**config.mk**
```make
export PLATFORM = sky130hd
export DESIGN_NAME = mips_multicycle_control
export DESIGN_NICKNAME = d
export VERILOG_FILES = /design/src/rtl/mips_pkg.sv /design/src/rtl/mips_alu_decoder.sv /design/src/rtl/mips_multicycle_control.sv
export SDC_FILE = /design/constraint.sdc
export NUM_CORES = 1
export LEC_CHECK = 0
export CAP_MARGIN = 40
export CORE_AREA = 2 2 83 53
export DETAILED_ROUTE_END_ITERATION = 6
export DIE_AREA = 0 0 85 55
export GPL_TIMING_DRIVEN = 0
export PLACE_DENSITY = 0.74
export SLEW_MARGIN = 25
export SYNTH_ARGS = -nofsm -noshare
export SYNTH_HDL_FRONTEND = slang
export SYNTH_SLANG_ARGS = --single-unit
```
**constraint.sdc**
```tcl
create_clock -name i_clk -period 1.9 [get_ports i_clk]
set_clock_uncertainty 0.05 [all_clocks]
set_input_delay 0.57 -clock i_clk [delete_from_list [all_inputs] [get_ports i_clk]]
set_output_delay 0.57 -clock i_clk [all_outputs]
set_load 0.005 [all_outputs]
```
**src/rtl/mips_pkg.sv**
```systemverilog
// Shared encodings for the multi-cycle MIPS control unit: opcodes, funct codes,
// ALU control codes, FSM state codes and the instruction-class decode.
package mips_pkg;

    localparam logic [5:0] OP_RTYPE = 6'b000000;
    localparam logic [5:0] OP_LW    = 6'b100011;
    localparam logic [5:0] OP_SW    = 6'b101011;
    localparam logic [5:0] OP_BEQ   = 6'b000100;
    localparam logic [5:0] OP_ADDI  = 6'b001000;

    localparam logic [5:0] FN_ADD = 6'b100000;
    localparam logic [5:0] FN_SUB = 6'b100010;
    localparam logic [5:0] FN_AND = 6'b100100;
    localparam logic [5:0] FN_OR  = 6'b100101;
    localparam logic [5:0] FN_SLT = 6'b101010;

    localparam logic [2:0] ALU_AND = 3'b000;
    localparam logic [2:0] ALU_OR  = 3'b001;
    localparam logic [2:0] ALU_ADD = 3'b010;
    localparam logic [2:0] ALU_SUB = 3'b110;
    localparam logic [2:0] ALU_SLT = 3'b111;

    localparam logic [2:0] ST_IDLE   = 3'd0;
    localparam logic [2:0] ST_DECODE = 3'd1;
    localparam logic [2:0] ST_EXEC   = 3'd2;
    localparam logic [2:0] ST_MEM    = 3'd3;
    localparam logic [2:0] ST_WB     = 3'd4;

    typedef enum logic [2:0] {
        CLS_RTYPE = 3'd0,
        CLS_LW    = 3'd1,
        CLS_SW    = 3'd2,
        CLS_BEQ   = 3'd3,
        CLS_ADDI  = 3'd4,
        CLS_BAD   = 3'd5
    } instr_class_t;

    function automatic instr_class_t classify(input logic [5:0] opcode);
        instr_class_t cls;
        case (opcode)
            OP_RTYPE: cls = CLS_RTYPE;
            OP_LW:    cls = CLS_LW;
            OP_SW:    cls = CLS_SW;
            OP_BEQ:   cls = CLS_BEQ;
            OP_ADDI:  cls = CLS_ADDI;
            default:  cls = CLS_BAD;
        endcase
        return cls;
    endfunction

endpackage

```
**src/rtl/mips_alu_decoder.sv**
```systemverilog
// Maps an instruction class and funct field to a 3-bit ALU code; the valid
// flag is low for any combination the datapath cannot execute.
module mips_alu_decoder
    import mips_pkg::*;
(
    input  instr_class_t instr_class,
    input  logic [5:0]   funct,
    output logic [2:0]   alu_code,
    output logic         alu_valid
);

    // ALU operation lookup
    always_comb begin
        alu_code  = ALU_AND;
        alu_valid = 1'b0;
        case (instr_class)
            CLS_RTYPE: begin
                case (funct)
                    FN_ADD: begin alu_code = ALU_ADD; alu_valid = 1'b1; end
                    FN_SUB: begin alu_code = ALU_SUB; alu_valid = 1'b1; end
                    FN_AND: begin alu_code = ALU_AND; alu_valid = 1'b1; end
                    FN_OR:  begin alu_code = ALU_OR;  alu_valid = 1'b1; end
                    FN_SLT: begin alu_code = ALU_SLT; alu_valid = 1'b1; end
                    default: begin alu_code = ALU_AND; alu_valid = 1'b0; end
                endcase
            end
            CLS_LW, CLS_SW, CLS_ADDI: begin
                alu_code  = ALU_ADD;
                alu_valid = 1'b1;
            end
            CLS_BEQ: begin
                alu_code  = ALU_SUB;
                alu_valid = 1'b1;
            end
            default: begin
                alu_code  = ALU_AND;
                alu_valid = 1'b0;
            end
        endcase
    end

endmodule

```
**src/rtl/mips_multicycle_control.sv**
```systemverilog
// Multi-cycle control FSM driving the single-cycle Datapath strobes, with an
// instruction latch and a retired-instruction counter.
module mips_multicycle_control
    import mips_pkg::*;
#(
    parameter int CNT_W = 16
) (
    input  logic             i_clk,
    input  logic             i_rst,
    input  logic             i_instr_valid,
    input  logic [5:0]       i_opcode,
    input  logic [5:0]       i_funct,
    input  logic             i_zero,
    output logic             o_instr_ready,
    output logic             o_regDst,
    output logic             o_ReadWriteRF,
    output logic             o_AluSource,
    output logic [2:0]       o_AluControl,
    output logic             o_MemToReg,
    output logic             o_WriteEnDataMemory,
    output logic             o_ReadEnDataMemory,
    output logic             o_branch_taken,
    output logic             o_done,
    output logic             o_illegal,
    output logic [CNT_W-1:0] o_retired
);

    logic [2:0]       state_r;
    logic [2:0]       state_nxt_s;
    logic [5:0]       opcode_r;
    logic [5:0]       funct_r;
    instr_class_t     class_s;
    logic [2:0]       alu_code_s;
    logic             alu_valid_s;
    logic             accept_s;
    logic             done_s;
    logic [CNT_W-1:0] retired_r;

    assign class_s  = classify(opcode_r);
    assign accept_s = (state_r == ST_IDLE) && i_instr_valid;

    mips_alu_decoder u_alu_decoder (
        .instr_class (class_s),
        .funct       (funct_r),
        .alu_code    (alu_code_s),
        .alu_valid   (alu_valid_s)
    );

    // Next-state sequencing
    always_comb begin
        state_nxt_s = state_r;
        case (state_r)
            ST_IDLE: begin
                if (i_instr_valid) state_nxt_s = ST_DECODE;
                else               state_nxt_s = ST_IDLE;
            end
            ST_DECODE: begin
                if (alu_valid_s) state_nxt_s = ST_EXEC;
                else             state_nxt_s = ST_IDLE;
            end
            ST_EXEC: begin
                if (class_s == CLS_BEQ)                             state_nxt_s = ST_IDLE;
                else if ((class_s == CLS_LW) || (class_s == CLS_SW)) state_nxt_s = ST_MEM;
                else                                                 state_nxt_s = ST_WB;
            end
            ST_MEM: begin
                if (class_s == CLS_LW) state_nxt_s = ST_WB;
                else                   state_nxt_s = ST_IDLE;
            end
            ST_WB:   state_nxt_s = ST_IDLE;
            default: state_nxt_s = ST_IDLE;
        endcase
    end

    // State register and instruction latch; fields only captured on accept
    always_ff @(posedge i_clk or posedge i_rst) begin
        if (i_rst) begin
            state_r  <= ST_IDLE;
            opcode_r <= 6'd0;
            funct_r  <= 6'd0;
        end else begin
            state_r <= state_nxt_s;
            if (accept_s) begin
                opcode_r <= i_opcode;
                funct_r  <= i_funct;
            end
        end
    end

    // Retired-instruction counter, wraps naturally at full scale
    always_ff @(posedge i_clk or posedge i_rst) begin
        if (i_rst) begin
            retired_r <= {CNT_W{1'b0}};
        end else if (done_s) begin
            retired_r <= retired_r + {{(CNT_W-1){1'b0}}, 1'b1};
        end
    end

    // Moore strobe decode; ALU selects hold from EXEC through WB
    always_comb begin
        o_instr_ready       = 1'b0;
        o_regDst            = 1'b0;
        o_ReadWriteRF       = 1'b0;
        o_AluSource         = 1'b0;
        o_AluControl        = 3'b000;
        o_MemToReg          = 1'b0;
        o_WriteEnDataMemory = 1'b0;
        o_ReadEnDataMemory  = 1'b0;
        o_branch_taken      = 1'b0;
        done_s              = 1'b0;
        o_illegal           = 1'b0;
        if ((state_r == ST_EXEC) || (state_r == ST_MEM) || (state_r == ST_WB)) begin
            o_AluControl = alu_code_s;
            o_AluSource  = (class_s == CLS_LW) || (class_s == CLS_SW) || (class_s == CLS_ADDI);
        end else begin
            o_AluControl = 3'b000;
            o_AluSource  = 1'b0;
        end
        case (state_r)
            ST_IDLE:   o_instr_ready = 1'b1;
            ST_DECODE: o_illegal = !alu_valid_s;
            ST_EXEC: begin
                if (class_s == CLS_BEQ) begin
                    o_branch_taken = i_zero;
                    done_s         = 1'b1;
                end else begin
                    o_branch_taken = 1'b0;
                    done_s         = 1'b0;
                end
            end
            ST_MEM: begin
                if (class_s == CLS_LW) begin
                    o_ReadEnDataMemory = 1'b1;
                end else begin
                    o_WriteEnDataMemory = 1'b1;
                    done_s              = 1'b1;
                end
            end
            ST_WB: begin
                o_ReadWriteRF = 1'b1;
                o_regDst      = (class_s == CLS_RTYPE);
                o_MemToReg    = (class_s == CLS_LW);
                done_s        = 1'b1;
            end
            default: o_instr_ready = 1'b0;
        endcase
    end

    assign o_done    = done_s;
    assign o_retired = retired_r;

endmodule
```
==> metrics.yaml <==
syn_nets: 162
h-tree-depth: 2
cts_tree: "yes"
worst_ep_required_time_ns: 1.28
p_clk_frac: 0.268
synth_top_family_by_area: "simple AND/OR/NAND/NOR gates"
vias: 1463
synthAdderAreaFrac: 0.00765
drc: 0
ys.flop_type: "dfrtp_1"
cts_hold_buf: 0
synth_compound_area_frac: 0.0497
fin_crit_ns: 2.41
crit_path_end_kind: "output port"
maxCapViolations: 0
ctsRootBufferMaster: "clkbuf_8"
clockBufferDepth: 2
start_kind: "register"
fin_ws_ns: -0.508
grt_pass1_vias: 1416
hold_path.class: "register to register"
num_io_pins: 45
core_mm2: 0.00394
syn_area_mm2: 0.00164
num-fill-cells: 274
status: "finished with violations"
grt_max_degree: 32
leakage_uw: 0.00117
overflow: 0
start_util: 0.415
drt_wl_total_mm: 4.66
multi_input_area_um2: 961
gp_congestion: 0.862
netSwitchingPower_uw: 620
clock_latency_ns: 0.28
power.density_mw_per_mm2: 768
arrival_ns: 1.79
dieArea_mm2: 0.00468
synthCells: 145
synth_simple_gate_area_share: 0.253
hold_viol: 0
cts.sinks: 31
cts_buffers: 5
io_buffer_count: 44
muxShareOfSynthArea: 0.0949
gr-max-usage-layer: "met2"
use_met3: 0.0504
ys_seq_elements: 31
synth_edf_count: 0
synth_xor_xnor_area_share: 0.0857
yosys_warnings: 0
worstSetupEndpoint: "o_illegal"
reg2reg_depth: 7
use_met1: 0.250
drv_slew: 0
regArea_um2: 782
path_max_fanout: 3
avgRoutedWirePerCell_um: 16.9
firstDrtPassIters: 4
worst_pin_slew_ns: 0.645
seq_area_frac_synth: 0.474
drtAntennaViolNets: 0
r2r_start: "opcode_r[1]$_DFFE_PP0P_"
grt.met2_usage: 0.341
grt_pass1_wl_mm: 7.07
syn_area_per_cell_um2: 11.3
finalCritPeriodShare: 1.27
vdd_ir_drop_max_mv: 0.447
clkSlewWorstSetupHoldPaths_ns: 0.07
first_iter_violations: 99
grt_setup_unrepaired: "true"
violations: "setup timing"
maxSlewHeadroom: 0.570
area_growth_pct: 57.6
fin_nets: 243
dpl_worst_slack_ns: -0.632
die_w_um: 85
antenna_found_initial: 0
max_freq_mhz: 415
grt.total_usage: 0.204
setup_viol: 22
whs_ns: 0.430
cp-startpoint: "opcode_r[1]$_DFFE_PP0P_"
crit_type: "register to output port"
synthDistinctLibCells: 37
dieHeight_um: 55
pwr-share-comb: 0.295
hpwlAfterDp_mm: 2.81
holdCritStartpoint: "o_retired[15]$_DFFE_PP0P_"
drive_above_1_share: 0.451
rows: 18
async_reset_ff_frac: 1.00
viasPerCell: 5.30
seqPwrFrac: 0.437
worst-r2r-setup-slack_ns: -0.16
p_sw_frac: 0.313
p_int_uw: 1360
r2r_end: "o_retired[8]$_DFFE_PP0P_"
n_antenna_cell: 0
metal layers:
| metal | up-vias | wire length, um |
|---|---|---|
| met5 | - | 0 |
| met4 | 0 | 121 |
| met3 | 13 | 213 |
| met2 | 42 | 2330 |
| met1 | 728 | 1990 |
| li1 | 680 | - |
worst max-delay path: stages (launching register included):
cell	delay, ns
dfrtp_2	0.43
nor3_4	0.29
buf_4	0.18
nand2_1	0.06
a21oi_2	0.18
a31oi_2	0.07
nor3b_2	0.17
buf_2	0.13
cell usage after synthesis (2+ instances only):
library cell	n	area, um2
a21oi_1	2	10.0
nor3b_1	4	30.0
xor2_1	8	70.1
a311oi_1	2	17.5
a31oi_1	3	18.8
inv_1	3	11.3
nand4_1	6	37.5
nand3_1	5	25.0
nor2b_1	2	12.5
xnor2_1	8	70.1
dfrtp_1	31	776
nand2b_1	4	25.0
mux2i_1	2	20.0
mux2_2	12	135
nand2_1	11	41.3
nor3_1	9	45.0
buf_6	2	22.5
nor2_1	10	37.5
and2b_2	2	17.5
nor4b_4	2	47.6
cells by family (layout without fill, tap and decap cells):
logic type | Yosys count | count (layout)
and+or+nand+nor | 64 | 64
DFF | 31 | 31
xor gates and xnor gates | 16 | 16
muxes | 14 | 14
AOI/OAI and AO/OA | 11 | 11
buffers and inverters | 8 | 89
adders and majority gates | 1 | 1
cell usage in the layout, fill, tap and decap left out, types with 2 or more instances in the layout:
cell type,count
nand2b_1,3
mux2_2,12
nor3_1,2
nand3_1,5
xor2_1,8
clkbuf_8,7
dfrtp_1,26
nand2_1,9
dfrtp_2,5
nand4_1,6
buf_6,8
buf_4,25
nor3b_2,3
xnor2_1,8
buf_2,12
nor2_1,8
nor4b_4,2
mux2i_1,2
nand2_2,2
nor2b_1,2
a31oi_1,2
nor2_4,2
and2b_2,2
inv_1,2
clkdlybuf4s50_1,31
nor3_4,4
nor3_2,5
area by class of cell:
cell class,instances,share of cell area
Multi-Input combinational cell,106,0.373
Sequential cell,31,0.303
Timing Repair Buffer,75,0.247
Clock buffer,6,0.0320
Tap cell,50,0.0243
Buffer,3,0.0117
Inverter,4,0.00680
Clock inverter,1,0.00194
power by group through the flow:
stage                     Sequential [uW]  Clock (uW)  Combinational [uW]
after floorplan                       843           0                 261
after global placement                855           0                 395
after detailed placement              867           0                 407
after CTS                             862         541                 530
after global routing                  879         576                 625
final                                 865         530                 585
per-stage QoR:
step	cell area (um2)	util	total power [uW]	std cells	setup TNS, ns
after floorplan	1640	-	1100	145	0
after global placement	2140	0.544	1250	239	-10.41
after detailed placement	2140	0.544	1270	239	-7.45
after CTS	2490	0.631	1930	268	-4.51
after global routing	2580	0.654	2080	276	-6.83
final	2580	0.654	1980	276	-4.80
flip-flops by register name, indices dropped and copies added (netlist names):
name,cells
funct_r,6
opcode_r,6
o_retired,16
state_r,3
timing repair:
action | 4_1_cts | 5_1_grt
setup endpoints to repair | 23 | 33
hold endpoints to repair | 0 | 0
pin swaps | 15 | 9
buffers inserted | 22 | 10
resized for setup | 79 | 14
worst min-delay path by stage:
stage,slack [ns],cells after the start,endpoint
after floorplan,0.42,1,o_retired[15]$_DFFE_PP0P_
after global placement,0.41,1,o_retired[15]$_DFFE_PP0P_
after detailed placement,0.42,1,o_retired[15]$_DFFE_PP0P_
after CTS,0.43,1,o_retired[15]$_DFFE_PP0P_
after global routing,0.45,1,o_retired[15]$_DFFE_PP0P_
final,0.43,1,o_retired[15]$_DFFE_PP0P_
Note: power is estimated with default switching activity, not from simulation.
